**src/rtl/weather_severity_fsm_pkg.sv**
```systemverilog
// weather_pkg: shared severity/class enums and default thresholds for the weather severity unit
package weather_pkg;
  typedef enum logic [1:0] {SEV_NORMAL, SEV_CAUTION, SEV_SEVERE, SEV_EMERGENCY} severity_e;
  typedef enum logic [1:0] {CLS_CLEAR, CLS_CAUTION, CLS_SEVERE, CLS_EMERG} class_e;
  localparam int DEF_WIND_W = 6;
  localparam int DEF_TEMP_W = 8;
  localparam int DEF_WIND_CAUTION = 10;
  localparam int DEF_WIND_SEVERE = 15;
  localparam int DEF_WIND_EMERG = 20;
  localparam int DEF_TEMP_SEVERE = 35;
  localparam int DEF_TEMP_EMERG = 40;
  localparam int DEF_DEBOUNCE = 3;
endpackage

```
**src/rtl/weather_severity_fsm_classifier.sv**
```systemverilog
// weather_classifier: combinational per-sample severity class, highest-priority class wins
// Ports: thunderstorm, wind (unsigned), visibility (0 clear, 1/2 reduced, 3 none),
//        temperature (signed) in; cls (class_e) out.
module weather_classifier
  import weather_pkg::*;
#(
  parameter int WIND_W = DEF_WIND_W,
  parameter int TEMP_W = DEF_TEMP_W,
  parameter int WIND_CAUTION = DEF_WIND_CAUTION,
  parameter int WIND_SEVERE = DEF_WIND_SEVERE,
  parameter int WIND_EMERG = DEF_WIND_EMERG,
  parameter int TEMP_SEVERE = DEF_TEMP_SEVERE,
  parameter int TEMP_EMERG = DEF_TEMP_EMERG
) (
  input  logic                     thunderstorm,
  input  logic [WIND_W-1:0]        wind,
  input  logic [1:0]               visibility,
  input  logic signed [TEMP_W-1:0] temperature,
  output class_e                   cls
);
  localparam logic [WIND_W-1:0] W_CAU = WIND_W'(WIND_CAUTION);
  localparam logic [WIND_W-1:0] W_SEV = WIND_W'(WIND_SEVERE);
  localparam logic [WIND_W-1:0] W_EMG = WIND_W'(WIND_EMERG);
  localparam logic signed [TEMP_W-1:0] T_SEV_P = TEMP_W'(TEMP_SEVERE);
  localparam logic signed [TEMP_W-1:0] T_SEV_N = TEMP_W'(-TEMP_SEVERE);
  localparam logic signed [TEMP_W-1:0] T_EMG_P = TEMP_W'(TEMP_EMERG);
  localparam logic signed [TEMP_W-1:0] T_EMG_N = TEMP_W'(-TEMP_EMERG);
  logic w_emerg, w_severe, w_caution;
  assign w_emerg = temperature > T_EMG_P || temperature < T_EMG_N || wind > W_EMG;
  assign w_severe = thunderstorm || temperature > T_SEV_P || temperature < T_SEV_N ||
                    wind > W_SEV || visibility == 2'd3;
  assign w_caution = wind > W_CAU || visibility == 2'd1 || visibility == 2'd2;
  assign cls = w_emerg ? CLS_EMERG : w_severe ? CLS_SEVERE : w_caution ? CLS_CAUTION : CLS_CLEAR;
endmodule

```
**src/rtl/weather_severity_fsm.sv**
```systemverilog
// weather_severity_fsm: 4-state weather severity FSM, immediate escalation, debounced de-escalation, latched EMERGENCY
// Ports: CLK, RST (async, active-high), sample_valid + sample fields (thunderstorm, wind,
//        visibility, temperature), emerg_clear (crew acknowledge); outputs severe_weather,
//        emergency_landing_alert, ecsu_state, state_changed (all registered).
module weather_severity_fsm
  import weather_pkg::*;
#(
  parameter int WIND_W = DEF_WIND_W,
  parameter int TEMP_W = DEF_TEMP_W,
  parameter int WIND_CAUTION = DEF_WIND_CAUTION,
  parameter int WIND_SEVERE = DEF_WIND_SEVERE,
  parameter int WIND_EMERG = DEF_WIND_EMERG,
  parameter int TEMP_SEVERE = DEF_TEMP_SEVERE,
  parameter int TEMP_EMERG = DEF_TEMP_EMERG,
  parameter int DEBOUNCE = DEF_DEBOUNCE
) (
  input  logic                     CLK,
  input  logic                     RST,
  input  logic                     sample_valid,
  input  logic                     thunderstorm,
  input  logic [WIND_W-1:0]        wind,
  input  logic [1:0]               visibility,
  input  logic signed [TEMP_W-1:0] temperature,
  input  logic                     emerg_clear,
  output logic                     severe_weather,
  output logic                     emergency_landing_alert,
  output logic [1:0]               ecsu_state,
  output logic                     state_changed
);
  localparam int CW = $clog2(DEBOUNCE + 1);
  localparam logic [CW-1:0] CNT_LAST = CW'(DEBOUNCE - 1);
  localparam logic [CW-1:0] CNT_MAX = CW'(DEBOUNCE);
  class_e w_cls;
  severity_e r_state, w_next, w_imm_tgt, w_deb_tgt;
  logic w_imm, w_qual, r_severe, r_alert, r_chg;
  logic [CW-1:0] r_cnt, w_cnt;
  weather_classifier #(
    .WIND_W(WIND_W), .TEMP_W(TEMP_W), .WIND_CAUTION(WIND_CAUTION), .WIND_SEVERE(WIND_SEVERE),
    .WIND_EMERG(WIND_EMERG), .TEMP_SEVERE(TEMP_SEVERE), .TEMP_EMERG(TEMP_EMERG)
  ) u_cls (
    .thunderstorm(thunderstorm), .wind(wind), .visibility(visibility),
    .temperature(temperature), .cls(w_cls)
  );
  // w_imm/w_imm_tgt: escalations and the acknowledged EMERGENCY release; w_qual/w_deb_tgt: debounced moves
  always_comb begin
    w_imm = 1'b0;
    w_imm_tgt = r_state;
    w_qual = 1'b0;
    w_deb_tgt = r_state;
    case (r_state)
      SEV_NORMAL: begin
        w_imm = w_cls == CLS_SEVERE || w_cls == CLS_EMERG;
        w_imm_tgt = SEV_SEVERE;
        w_qual = w_cls == CLS_CAUTION;
        w_deb_tgt = SEV_CAUTION;
      end
      SEV_CAUTION: begin
        w_imm = w_cls == CLS_SEVERE || w_cls == CLS_EMERG;
        w_imm_tgt = SEV_SEVERE;
        w_qual = w_cls == CLS_CLEAR;
        w_deb_tgt = SEV_NORMAL;
      end
      SEV_SEVERE: begin
        w_imm = w_cls == CLS_EMERG;
        w_imm_tgt = SEV_EMERGENCY;
        w_qual = w_cls == CLS_CLEAR || w_cls == CLS_CAUTION;
        w_deb_tgt = SEV_CAUTION;
      end
      SEV_EMERGENCY: begin
        w_imm = emerg_clear && w_cls != CLS_EMERG;
        w_imm_tgt = SEV_SEVERE;
      end
    endcase
    w_next = !sample_valid ? r_state : w_imm ? w_imm_tgt :
             (w_qual && r_cnt == CNT_LAST) ? w_deb_tgt : r_state;
    w_cnt = !sample_valid ? r_cnt : (w_next != r_state || !w_qual) ? '0 :
            (r_cnt == CNT_MAX) ? r_cnt : r_cnt + 1'b1;
  end
  always_ff @(posedge CLK or posedge RST) begin
    if (RST) begin
      r_state <= SEV_NORMAL;
      r_cnt <= '0;
      r_severe <= 1'b0;
      r_alert <= 1'b0;
      r_chg <= 1'b0;
    end else begin
      r_state <= w_next;
      r_cnt <= w_cnt;
      r_severe <= w_next == SEV_SEVERE || w_next == SEV_EMERGENCY;
      r_alert <= w_next == SEV_EMERGENCY;
      r_chg <= w_next != r_state;
    end
  end
  assign ecsu_state = r_state;
  assign severe_weather = r_severe;
  assign emergency_landing_alert = r_alert;
  assign state_changed = r_chg;
endmodule

```
**config.mk**
```make
export PLATFORM = sky130hd
export DESIGN_NAME = weather_severity_fsm
export DESIGN_NICKNAME = d
export VERILOG_FILES = /design/src/rtl/weather_severity_fsm_pkg.sv /design/src/rtl/weather_severity_fsm_classifier.sv /design/src/rtl/weather_severity_fsm.sv
export SDC_FILE = /design/constraint.sdc
export NUM_CORES = 1
export LEC_CHECK = 0
export ABC_AREA = 1
export CORE_UTILIZATION = 46
export CTS_CLUSTER_SIZE = 30
export DETAILED_ROUTE_END_ITERATION = 7
export GPL_ROUTABILITY_DRIVEN = 0
export HOLD_SLACK_MARGIN = 0.06
export PLACE_DENSITY = 0.79
export SYNTH_ARGS = -nofsm -noshare
export SYNTH_HDL_FRONTEND = slang
export SYNTH_SLANG_ARGS = --single-unit
```
**constraint.sdc**
```tcl
create_clock -name CLK -period 2.3 [get_ports CLK]
set_input_delay 0.23 -clock CLK [delete_from_list [all_inputs] [get_ports CLK]]
set_output_delay 0.23 -clock CLK [all_outputs]
set_load 0.01 [all_outputs]
```
==> results of run 1 <==
## sequential cells by signal, summed over array words and instances, names as in the netlist
signal                   cells
emergency_landing_alert      1
r_cnt                        2
state_changed                1
ecsu_state                   2
severe_weather               1
## cells in the final DEF, fill, tap and decap left out, drive strengths merged
cell           Yosys  final
nand3             13     13
nand2             32     32
inv               26     26
nand4              6      6
dfrtp              7      7
nor2              13     13
ha                 2      2
o21bai             1      1
o21ai              8      8
a41oi              1      1
clkdlybuf4s50      0     25
xnor2              1      1
clkbuf             0      4
a21oi              3      3
## stage by stage
stage | instance area, sq um | power (uW) | hold WS, ps | setup WS, ps
finish | 995 | 617 | 212 | 264
global placement | 968 | 487 | 464 | 85.3
detailed placement | 968 | 500 | 484 | 19.0
CTS | 995 | 614 | 215 | 271
global route | 995 | 669 | 249 | 54.3
floorplan | 699 | 368 | 33.4 | 638
## worst max-delay path by stage
stage,start,cells past startpoint,slack (ps),endpoint
after detailed placement,temperature[3],15,20,r_cnt[1]
after global routing,temperature[3],17,50,r_cnt[1]
after floorplan,ecsu_state[1],13,640,r_cnt[1]
after global placement,temperature[4],15,90,r_cnt[1]
final,temperature[3],15,260,r_cnt[1]
after CTS,temperature[3],15,270,r_cnt[1]
## power by group
group	leakage [uW]	internal, uW	total, uW	switching, uW
registers	0.0000796	150	178	28.1
logic	0.000441	152	325	173
clock network	0.0000150	66.3	113	47.1
## area by class of cell
class                   instances  area, sq um  share of cell area (%)
multi-input cells              80          427                    42.9
inverters                      26         97.6                    9.81
clock buffers                   4         26.3                    2.64
repair buffers                 25          250                    25.2
well taps                      15         18.8                    1.89
flip-flops and latches          7          175                    17.6
## per-layer routing
metal / GRT usage (%) / wire length (microns) / vias up
met5: 0 / 0 / -
met3: 7.07 / 83 / 2
li1: - / - / 414
met2: 41.4 / 816 / 29
met1: 29.6 / 866 / 347
met4: 10.0 / 12 / 0
## kinds of logic after synthesis
group / Yosys count / synth area share [%]
AND/OR/NAND/NOR: 64 / 42.8
buffers and inverters: 26 / 14.0
AO/OA/AOI/OAI: 13 / 13.4
flip-flops: 7 / 25.0
adder cells (fa/ha/maj): 2 / 3.58
XOR/XNOR: 1 / 1.25
==> flow_summary.ini, run 1 <==
[run_status]
status = completed

[setup_path]
r2r_slack_ps = 370
path_buf_inv = 2
critPathMostFrequentCell = nand2_1
path_cells = clkdlybuf4s50_1 -> nand2_1 -> a21oi_2 -> inv_1 -> a21oi_4 -> nand3_1 -> nand4_1 -> nand3_2 -> o21bai_2 -> nand2_1 -> nand2_1 -> nand4_1 -> nand2_1 -> nand2_1 -> nand2_1
crit_arrival_ps = 2230
cp_slowest_cell = clkdlybuf4s50_1
path_class = input pin to register
max_stage_delay_ps = 500
rr_worst_depth = 14
start_kind = input pin
reg2reg_from = ecsu_state[1]
reg2reg_to = r_cnt[1]
crit_fanout = 4
required_ps = 2490
end_kind = register
crit_family = simple AND/OR/NAND/NOR gates

[sta]
finalCriticalPeriod_ps = 2040
slew_headroom_pct = 79.9
finalMaxSlewViolations = 0
tightest_slew_ps = 301
fin_crit_sh_pct = 88.5
setup_violations = 0
finalSetupTns_ps = 0
max_freq_mhz = 491
fin_skew_ps = 5.49
final_hold_viol_count = 0
rsz0062_at_grt = no

[synthesis]
yosys_warnings = 0
syn-num-nets = 136
postSynth.asyncResetShare_pct = 100
synth_ff_type = dfrtp_1
syn-instance-count = 113
syn_avg_cell_area_sq_um = 6.19
ys_seq_elements = 7
synth_top_cell_by_area = dfrtp_1
yosysSeqAreaShare_pct = 25.0
synth_most_common_cell = nand2_1
netlist_top_cells_area = dfrtp_1 25%, nand2_1 15%, inv_1 13%
netlist_area_sq_um = 699
synth_edf_count = 0
synth_cell_type_count = 20
synth_common_cells = 28 x nand2_1, 25 x inv_1, 12 x nor2_1, 10 x nand3_1, 7 x dfrtp_1
synth_top_area_share_pct = 25.0

[power]
max-vdd-ir-drop_v = 0.000389
p_leak_uw = 0.000536
p_per_area_mw_per_mm2 = 620

[floorplanning]
pin_count = 26
die_h_microns = 41.0
die_x_microns = 41.0
fp.coreArea_sq_mm = 0.00135
dieArea_sq_mm = 0.00168
initial_core_util_pct = 51.8
fp-row-count = 13

[drt]
vias = 792
drc_errors = 0
drtIter0Drc = 37
drtPass1Iterations = 4
routed_wire_length_per_instance_microns = 11.3
drt-total-wl_microns = 1780
routed_via_density = 5.04
ant_nets = 0

[clock_tree]
cts_setup_buffers = 0
cts_made_buffers = 3
cts_tree = yes
clockBufferDepth = 2
cts_resized = 0
root_buffer = clkbuf_4
insertion_delay_ps = 250
h-tree-depth = 1
cts.sinks = 7
clk_pin_slew_worst_paths_ps = 60
hold_buffers = 0

[placed_design]
dp_hpwl_microns = 1410
portBuffers = 25
dp.cells = 153

[global_routing]
grt.total_usage_pct = 24.9
grt_remaining_overflow = 0
grt_pass1_vias = 691
antenna_found_initial = 0
grt_start_max_net_pins = 9
grt_first_pass_wirelength_microns = 2750

[layout]
final_util_pct = 73.7
layout.cells.non_filler = 157
drive_gt1_share_pct = 11.3
fill_cells = 110
final_nets = 166
diodes = 0
syn_to_final_growth_pct = 42.2

[worst_hold_path]
hold_path_class = input pin to asynchronous set/reset pin

[flow_run]
maxCapViolCount = 0
No activity file was read; power rests on OpenSTA's default activity.
==> run 2: changes to the inputs <==
CORE_UTILIZATION = 43   (was 46)
PLACE_DENSITY = 0.74   (was 0.79)
clock period = 2 ns   (was 2.3 ns; I/O delays follow)
==> run 2 against run 1 <==
  * Cell count increased by 5.1%
  * Count of clock-buffer cells in the layout unchanged
  * Via count increased by 5.8%
  * Worst setup slack got worse by 180 ps
  * Global-route usage decreased by 3.7 points
  * First-iteration DRC count decreased by 70%
  * Hold slack got worse by 31 ps
  * Critical path type unchanged
  * Die area increased by 6.6%
  * Register-to-register slack got worse by 130 ps
  * Critical path depth increased by 1
  * Sequential power increased by 12%
  * Clock power increased by 12%
==> flow_summary.ini, run 2 (same netlist as run 1, synthesis figures left out) <==
[drt]
routed_via_density = 5.08
drt-total-wl_microns = 1950
drc_errors = 0
drtPass1Iterations = 4
routed_wire_length_per_instance_microns = 11.8
drtIter0Drc = 11
ant_nets = 0
vias = 838

[global_routing]
grt_start_max_net_pins = 9
grt.total_usage_pct = 21.2
grt_remaining_overflow = 0
antenna_found_initial = 0
grt_first_pass_wirelength_microns = 2990
grt_pass1_vias = 728

[setup_path]
crit_fanout = 3
crit_arrival_ps = 2100
crit_family = simple AND/OR/NAND/NOR gates
reg2reg_from = ecsu_state[0]
end_kind = register
start_kind = input pin
critPathMostFrequentCell = nand2_1
required_ps = 2190
cp_slowest_cell = clkdlybuf4s50_1
r2r_slack_ps = 240
path_buf_inv = 3
reg2reg_to = r_cnt[1]
max_stage_delay_ps = 460
rr_worst_depth = 13
path_class = input pin to register
path_cells = clkdlybuf4s50_1 -> nor2_4 -> nand2_1 -> inv_2 -> nand2_2 -> o21ai_2 -> nand2_1 -> nand2_2 -> nand3_4 -> inv_2 -> nand2_1 -> nand3_1 -> nand3_2 -> nor2_2 -> nand4_1 -> nand2_1

[layout]
diodes = 0
multi_input_area_sq_um = 490
final_nets = 173
final_common_cell = nand2_1
drive_gt1_share_pct = 24.2
final_cell_mix = 27 x nand2_1, 22 x inv_1, 13 x dlymetal6s2s_1
syn_to_final_growth_pct = 63.7
seq_area_sq_um = 175
layout.cells.non_filler = 165
fill_cells = 125

[sta]
final_hold_viol_count = 0
slew_headroom_pct = 78.0
timing.final.ws_setup_ps = 88.0
finalCriticalPeriod_ps = 1910
finalMaxSlewViolations = 0
fin_crit_sh_pct = 95.6
tightest_slew_ps = 326
max_freq_mhz = 523
fin_skew_ps = 0.759
setup_violations = 0

[clock_tree]
cts_tree = yes
clk_pin_slew_worst_paths_ps = 50
cts.sinks = 7
root_buffer = clkbuf_4
hold_buffers = 0
cts_made_buffers = 3
clockBufferDepth = 2
insertion_delay_ps = 250
h-tree-depth = 1

[worst_hold_path]
hold_path_class = input pin to asynchronous set/reset pin

[run_status]
status = completed

[power]
p_leak_uw = 0.000689
p_per_area_mw_per_mm2 = 687
max-vdd-ir-drop_v = 0.000780

[placed_design]
dp_worst_setup_slack_ps = -240
portBuffers = 25
dp.cells = 160
dp_hpwl_microns = 1430

[flow_run]
maxCapViolCount = 0

[floorplanning]
pin_count = 26
die_h_microns = 42.3
fp.coreArea_sq_mm = 0.00151
initial_core_util_pct = 46.4
fp-row-count = 14
dieArea_sq_mm = 0.00179
die_x_microns = 42.3
## run 2: changes by cell type in the layout (fill, tap and decap cells not counted), moves of 2 or more
cell             delta
nand3_4             +2
nand3_1             -3
o21ai_0             -2
nor2_2              +2
clkdlybuf4s50_1    -13
inv_1               -3
nor2_1              -3
dlymetal6s2s_1     +13
o21ai_2             +2
inv_2               +3
buf_4               +7
## run 2: what timing repair did
item,CTS,global route
endpoints found under the setup margin,0,3
buffers inserted,0,1
gates resized for setup,0,32
## run 2: metal layers
| layer | wire length [microns] | global-route usage, % | vias up |
|---|---|---|---|
| li1 | - | - | 429 |
| met1 | 877 | 27.4 | 389 |
| met2 | 997 | 36.0 | 18 |
| met3 | 68 | 6.90 | 2 |
| met4 | 10 | 1.25 | 0 |
| met5 | 0 | 0 | - |
## run 2: layout make-up
class                   count  share of cell area, %
multi-input cells          80                   42.8
inverters                  26                   8.52
repair buffers             32                   29.3
flip-flops and latches      7                   15.3
clock buffers               4                   2.30
well taps                  16                   1.75
## run 2: report_power, final
part	internal, uW	switching, uW
clock network	76.0	50.1
registers	173	26.3
logic	230	231
total	479	307
## run 2: worst max path at each step
| stage | start | endpoint | slack (ps) | cells past startpoint |
|---|---|---|---|---|
| final | wind[4] | r_cnt[1] | 90 | 16 |
| after global routing | wind[4] | r_cnt[1] | -40 | 16 |
| after CTS | temperature[3] | r_cnt[1] | 10 | 17 |
| after detailed placement | temperature[3] | r_cnt[0] | -240 | 17 |
| after global placement | temperature[3] | r_cnt[1] | -160 | 16 |
| after floorplan | ecsu_state[1] | r_cnt[1] | 340 | 13 |
## run 2: through the flow
stage,TNS (ps),hold WS (ps),power [uW],util [%],cell area (sq um)
after floorplan,0,3.40,423,-,699
after global placement,-382,440,613,67.4,1010
after detailed placement,-704,446,626,67.4,1010
after CTS,0,178,754,69.1,1040
after global routing,-65.1,206,850,76.0,1140
final,0,181,787,76.0,1140
